**src/rtl/dff_reg_arbiter_pkg.sv**
```systemverilog
// dff_reg_arbiter_pkg: FSM state encoding and hold-counter width
// shared by the arbitrated flip-flop register bank.
package dff_reg_arbiter_pkg;

  localparam int CNT_W = 4;

  typedef enum logic [1:0] {
    S_IDLE  = 2'b00,
    S_WRITE = 2'b01,
    S_HOLD  = 2'b10
  } state_t;

endpackage

```
**src/rtl/dff_reg_arbiter_bank.sv**
```systemverilog
// dff_bank_en: WIDTH-bit D flip-flop bank, load enable, sync
// active-low clear. Ports: clk, rst_n, en, d -> q, qnot (= ~q).
module dff_bank_en #(
  parameter int WIDTH = 4
) (
  input  logic             clk,
  input  logic             rst_n,
  input  logic             en,
  input  logic [WIDTH-1:0] d,
  output logic [WIDTH-1:0] q,
  output logic [WIDTH-1:0] qnot
);

  always_ff @(posedge clk) begin
    if (!rst_n) begin
      q <= '0;
    end else if (en) begin
      q <= d;
    end
  end

  assign qnot = ~q;

endmodule

```
**src/rtl/dff_reg_arbiter.sv**
```systemverilog
// dff_reg_arbiter: two-writer round-robin arbiter and write sequencer
// for one shared register. Ports: C, RE (sync, active-low), req0/1,
// d0/1 in; gnt0/1, Q, Qnot, done, busy out.
module dff_reg_arbiter
  import dff_reg_arbiter_pkg::*;
#(
  parameter int WIDTH = 4,
  parameter int HOLD  = 2
) (
  input  logic             C,
  input  logic             RE,
  input  logic             req0,
  input  logic             req1,
  input  logic [WIDTH-1:0] d0,
  input  logic [WIDTH-1:0] d1,
  output logic             gnt0,
  output logic             gnt1,
  output logic [WIDTH-1:0] Q,
  output logic [WIDTH-1:0] Qnot,
  output logic             done,
  output logic             busy
);

  state_t           state;
  state_t           state_n;
  logic [CNT_W-1:0] cnt;
  logic [CNT_W-1:0] cnt_n;
  // set when requester 1 was the last one written
  logic             last;
  logic             last_n;
  logic             gnt0_n;
  logic             gnt1_n;
  logic             done_n;
  logic             load;
  logic             pick1;
  logic             own_req;
  logic [WIDTH-1:0] wdata;

  assign own_req = gnt1 ? req1 : req0;
  assign wdata   = gnt1 ? d1 : d0;
  // on a tie, requester 1 wins only if 0 was served last
  assign pick1   = req1 & (~req0 | ~last);
  assign busy    = (state != S_IDLE);

  always_comb begin
    state_n = state;
    cnt_n   = cnt;
    last_n  = last;
    gnt0_n  = gnt0;
    gnt1_n  = gnt1;
    done_n  = 1'b0;
    load    = 1'b0;
    unique case (state)
      S_IDLE: begin
        gnt0_n = 1'b0;
        gnt1_n = 1'b0;
        if (req0 | req1) begin
          state_n = S_WRITE;
          gnt0_n  = ~pick1;
          gnt1_n  = pick1;
        end
      end
      S_WRITE: begin
        if (own_req) begin
          load    = 1'b1;
          done_n  = 1'b1;
          cnt_n   = CNT_W'(HOLD - 1);
          last_n  = gnt1;
          state_n = S_HOLD;
        end else begin
          state_n = S_IDLE;
          gnt0_n  = 1'b0;
          gnt1_n  = 1'b0;
        end
      end
      S_HOLD: begin
        if (cnt == '0 || !own_req) begin
          state_n = S_IDLE;
          gnt0_n  = 1'b0;
          gnt1_n  = 1'b0;
        end else begin
          cnt_n = cnt - 1'b1;
        end
      end
      default: begin
        state_n = S_IDLE;
        cnt_n   = '0;
        gnt0_n  = 1'b0;
        gnt1_n  = 1'b0;
      end
    endcase
  end

  always_ff @(posedge C) begin
    if (!RE) begin
      state <= S_IDLE;
      cnt   <= '0;
      last  <= 1'b1;
      gnt0  <= 1'b0;
      gnt1  <= 1'b0;
      done  <= 1'b0;
    end else begin
      state <= state_n;
      cnt   <= cnt_n;
      last  <= last_n;
      gnt0  <= gnt0_n;
      gnt1  <= gnt1_n;
      done  <= done_n;
    end
  end

  dff_bank_en #(
    .WIDTH(WIDTH)
  ) u_bank (
    .clk  (C),
    .rst_n(RE),
    .en   (load),
    .d    (wdata),
    .q    (Q),
    .qnot (Qnot)
  );

endmodule

```
**config.mk**
```make
export PLATFORM = sky130hd
export DESIGN_NAME = dff_reg_arbiter
export DESIGN_NICKNAME = d
export VERILOG_FILES = /design/src/rtl/dff_reg_arbiter_pkg.sv /design/src/rtl/dff_reg_arbiter_bank.sv /design/src/rtl/dff_reg_arbiter.sv
export SDC_FILE = /design/constraint.sdc
export NUM_CORES = 1
export LEC_CHECK = 0
export CAP_MARGIN = 20
export CORE_MARGIN = 5
export CORE_UTILIZATION = 48
export DETAILED_ROUTE_END_ITERATION = 8
export DONT_BUFFER_PORTS = 1
export PLACE_DENSITY = 0.63
export SYNTH_ARGS = -nofsm -noshare
export SYNTH_HDL_FRONTEND = slang
export SYNTH_SLANG_ARGS = --single-unit
```
**constraint.sdc**
```tcl
create_clock -name C -period 2.26 [get_ports C]
set_input_delay 0.226 -clock C [delete_from_list [all_inputs] [get_ports C]]
set_output_delay 0.226 -clock C [all_outputs]
set_load 0.01 [all_outputs]
```
Yosys cells after proc, flatten, opt, wreduce, memory -nomap -nowiden
Index checks and enable logic that the tools add are counted.
Widths: inputs -> output; s select.
{"block": "totals", "regBits": 14, "inputBits": 12, "out_inout_bits": 12, "elab_cells": 49}
{"block": "op_classes", "n_addsub": 1, "eq_ne": 7, "n_mux": 17, "bitwise_logic": 8, "n_reduce_logical": 9}
{"cell": "$mux 4", "n": 3}
{"cell": "$pmux 4 s3", "n": 1}
{"cell": "$ne 2x2->1 const B", "n": 5}
{"cell": "$mux 1", "n": 7}
{"cell": "$mux 2", "n": 3}
{"cell": "$pmux 1 s3", "n": 2}
{"cell": "$pmux 2 s3", "n": 1}
{"cell": "$reduce_and 2->1", "n": 3}
{"cell": "$logic_not 4->1", "n": 1}
{"cell": "$not 1->1", "n": 4}
{"cell": "$not 4->4", "n": 1}
{"cell": "$sub 4x1->4 const B", "n": 1}
{"cell": "$reduce_and 3->1", "n": 1}
{"cell": "$eq 2x1->1 const B", "n": 1}
{"cell": "$eq 2x2->1 const B", "n": 1}
{"cell": "$logic_not 2->1", "n": 1}
{"cell": "$or 1x1->1", "n": 2}
{"cell": "$reduce_bool 2->1", "n": 1}
{"cell": "$and 1x1->1", "n": 1}
{"cell": "$logic_not 1->1", "n": 1}
{"cell": "$logic_or 1x1->1", "n": 1}

Logic depth before layout (Yosys ltp)
{"block": "logic_depth", "ltp_word": 6, "mapped_depth": 6, "ltp_nobuf": 6}

Hierarchy
Synthesis repeated with hierarchy kept, for this count alone.
{"block": "unflattened", "cells_unflattened": 87, "area_unflattened_um2": 800.8}
{"module": "dff_reg_arbiter", "n_inst": 1, "cells_each": 70, "area_per_inst_um2": 629.4, "seq_area_each_um2": 200.2}
{"module": "dff_bank_en", "n_inst": 1, "cells_each": 17, "area_per_inst_um2": 171.4, "seq_area_each_um2": 80.1}

Worst setup path after synthesis
Ideal clock, no wire load.
{"block": "synth_path", "path_type": "reg2reg", "from": "register cnt[0]", "to": "register cnt[0]", "setup_ns": 0.123, "arrival_ns": 1.471, "required_time_ns": 2.137, "path_slack_ns": 0.666, "path_stages_with_launch": 7, "path_buffers": 0, "synth_period_minus_slack_ns": 1.594, "cell_sequence": "dfxtp_1 inv_1 ha_1 nor3b_1 nor3b_4 nor4b_2 a311o_2"}
{"block": "synth_between", "elab_chain_len": 4, "elab_cells_between_ends": 7, "classes_between": "add/sub: 1; eq/ne: 1; mux: 2; reduce/logical: 3"}
{"element": "start: declaration", "line_no": "dff_reg_arbiter.sv:26", "text": "logic [CNT_W-1:0] cnt;"}
{"element": "start signal: assignment", "line_no": "dff_reg_arbiter.sv:104", "text": "cnt <= cnt_n;"}
{"element": "parallel branches: the longest is 4 deep, another holds $sub 4x1->4"}
Parallel ways; which one is timed is not known. The select of a mux whose other input is x is not followed.
A chain may end at the register's enable or synchronous reset.

Worst setup path after layout
Ends and elaborated chain as after synthesis.

==> out/qor.csv <==
metric;value;unit
outcome;finished, final reports clean;
yosysMostFrequentCell;dfxtp_1;
yosysUniqueCellTypes;33;
routabilityCongestion;0.743;
endpoint;cnt[0]$_SDFFE_PN0P_;
rrSetupSlack;0.49;ns
synth-edff-count;0;
syn_area;840;sq um
synth_common_cells;dfxtp_1, nand2_1, inv_1;
grt_max_degree;22;
ys_seq_area_frac;0.334;
chipWidth;51.8;um
slew_headroom;0.658;
port_buffers;0;
yosys_warnings;0;
final_cells;111;
crit_type;reg2reg;
area_growth;3.73;%
cts_buffers;3;
setup_slack;0.487;ns
ir_drop;0.336;mV
cts_resized;0;
netlist_instances;94;
crit_path_max_fanout;8;
cts_max_level;1;
placed_area;848;sq um
dp_slack;0.514;ns
initial_core_util;0.497;
finalWirelength;1640;um
r2r_cells;6;
yosys-top-cells-area;dfxtp_1, ha_1, mux2i_1;
worstPathArrival;1.94;ns
cts_tree;yes;
tns;0;ns
hold_violations;0;
grt_overflow_total;0;
hpwl;1250;um
dp.cells;108;
drc;0;
clk_latency;0.28;ns
row_count;15;
crit_start;cnt[0]$_SDFFE_PN0P_;
via_count;667;
async_flop_share;0;
antenna_found_initial;0;
cts_root_buffer;clkbuf_4;
track_usage;0.139;
cts_setup_buffers;0;
max_stage_delay;0.44;ns
syn_nets;111;
synth_top_area_frac;0.334;
reg2reg_from;cnt[0]$_SDFFE_PN0P_;
period_share;0.785;
hold_path_class;in2reg;
cp_cell_sequence;inv_1 -> ha_1 -> nor3b_1 -> nor3b_4 -> nor4b_2 -> a311o_2;
worstMarginPinSlew;0.512;ns
cp-start-kind;register;
cts_sinks;14;
final_core_util;0.516;
p_leak;0.383;nW
ys.flop_type;dfxtp_1;
drtAntennaViolNets;0;
drv_slew;0;
synth_top_cell_by_area;dfxtp_1;
drive_gt1_frac;0.149;
drtIter0Drc;10;
ys_ff_latch;14;
cts_hold_buf;0;
cts_max_path_buffers;2;
coreArea;1690;sq um
max_freq;564;MHz
cap_violations;0;
die_y;51.8;um
finClkSkew;0.00489;ns
grt_pass1_vias;670;
path_depth;6;
endpoint_kind;register;
crit_path_top_delay_cell;nor3b_1;
pin_count;24;
design_area;871;sq um
grt_pass1_wl;2780;um
worst-path-buf-inv;1;
p_total;510;uW
synth_area_per_cell;8.93;sq um
hold_ws;0.0264;ns
power_density;585;nW/um^2
worstReg2RegEnd;cnt[0]$_SDFFE_PN0P_;
worstPathRequired;2.43;ns
avgViaCountPerCell;6.01;
path_clk_slew;0.08;ns
fin_crit;1.77;ns
fin_nets;113;
rsz0062_at_grt;false;
setup_violations;0;
die-area;2690;sq um
antennaDiodeCount;0;
cp_top_family;simple AND/OR/NAND/NOR gates;
drtPass1Iterations;4;
wl_per_cell;14.8;um
-- state kept, by name, summed over array words and instances, names as in the netlist --
register and flops:
cnt 4, u_bank.q 4, done 1, last 1, state 2, gnt0 1, gnt1 1
-- cell families after synthesis --
kind of cell / share of synthesized area
buffers and inverters: 0.0820
and+or+nand+nor: 0.231
adders and majority gates: 0.0745
AOI/OAI and AO/OA: 0.180
muxes: 0.0984
DFF: 0.334
-- per-layer routing --
metal | vias up | routed length, um | GRT usage
met5 | - | 0 | 0
met4 | 0 | 28 | 0.0655
met3 | 4 | 97 | 0.0458
met2 | 18 | 770 | 0.230
met1 | 313 | 746 | 0.160
li1 | 332 | - | -
-- worst register-to-register path, stage by stage (launching register included) --
cell and delay [ns]:
dfxtp_1 0.34, inv_1 0.11, ha_1 0.15, nor3b_1 0.44, nor3b_4 0.13, nor4b_2 0.19, a311o_2 0.31
-- power breakdown --
group          leakage [nW]  internal [mW]  switching (mW)
registers             0.114          0.262          0.0168
logic                 0.255         0.0411          0.0530
clock network        0.0138         0.0618          0.0749
-- worst min-delay path by stage --
stage,from,to,cells past startpoint
2_1_floorplan,req0,gnt0$_SDFFE_PN0P_,2
3_3_place_gp,RE,last$_SDFFE_PN1P_,1
5_1_grt,RE,last$_SDFFE_PN1P_,1
3_5_place_dp,RE,last$_SDFFE_PN1P_,1
4_1_cts,RE,last$_SDFFE_PN1P_,1
6_report,RE,last$_SDFFE_PN1P_,1
-- final cells by class --
| type | count | area, sq um |
|---|---|---|
| timing repair buffer | 2 | 15.0 |
| clock buffer | 3 | 22.5 |
| inverter | 11 | 41.3 |
| sequential | 14 | 280 |
| tap | 17 | 21.3 |
| multi-input combinational | 64 | 490 |
| fill | 176 | 818 |
-- cells in the final DEF, fill, tap and decap left out, types with 3 or more instances in the layout --
master and n:
mux2i_1 6, o211a_1 4, dfxtp_1 14, o21ai_0 4
a21oi_1 5, inv_1 11, ha_1 5, nand2_1 13
clkbuf_4 3
Note: power is estimated with default switching activity, not from simulation.
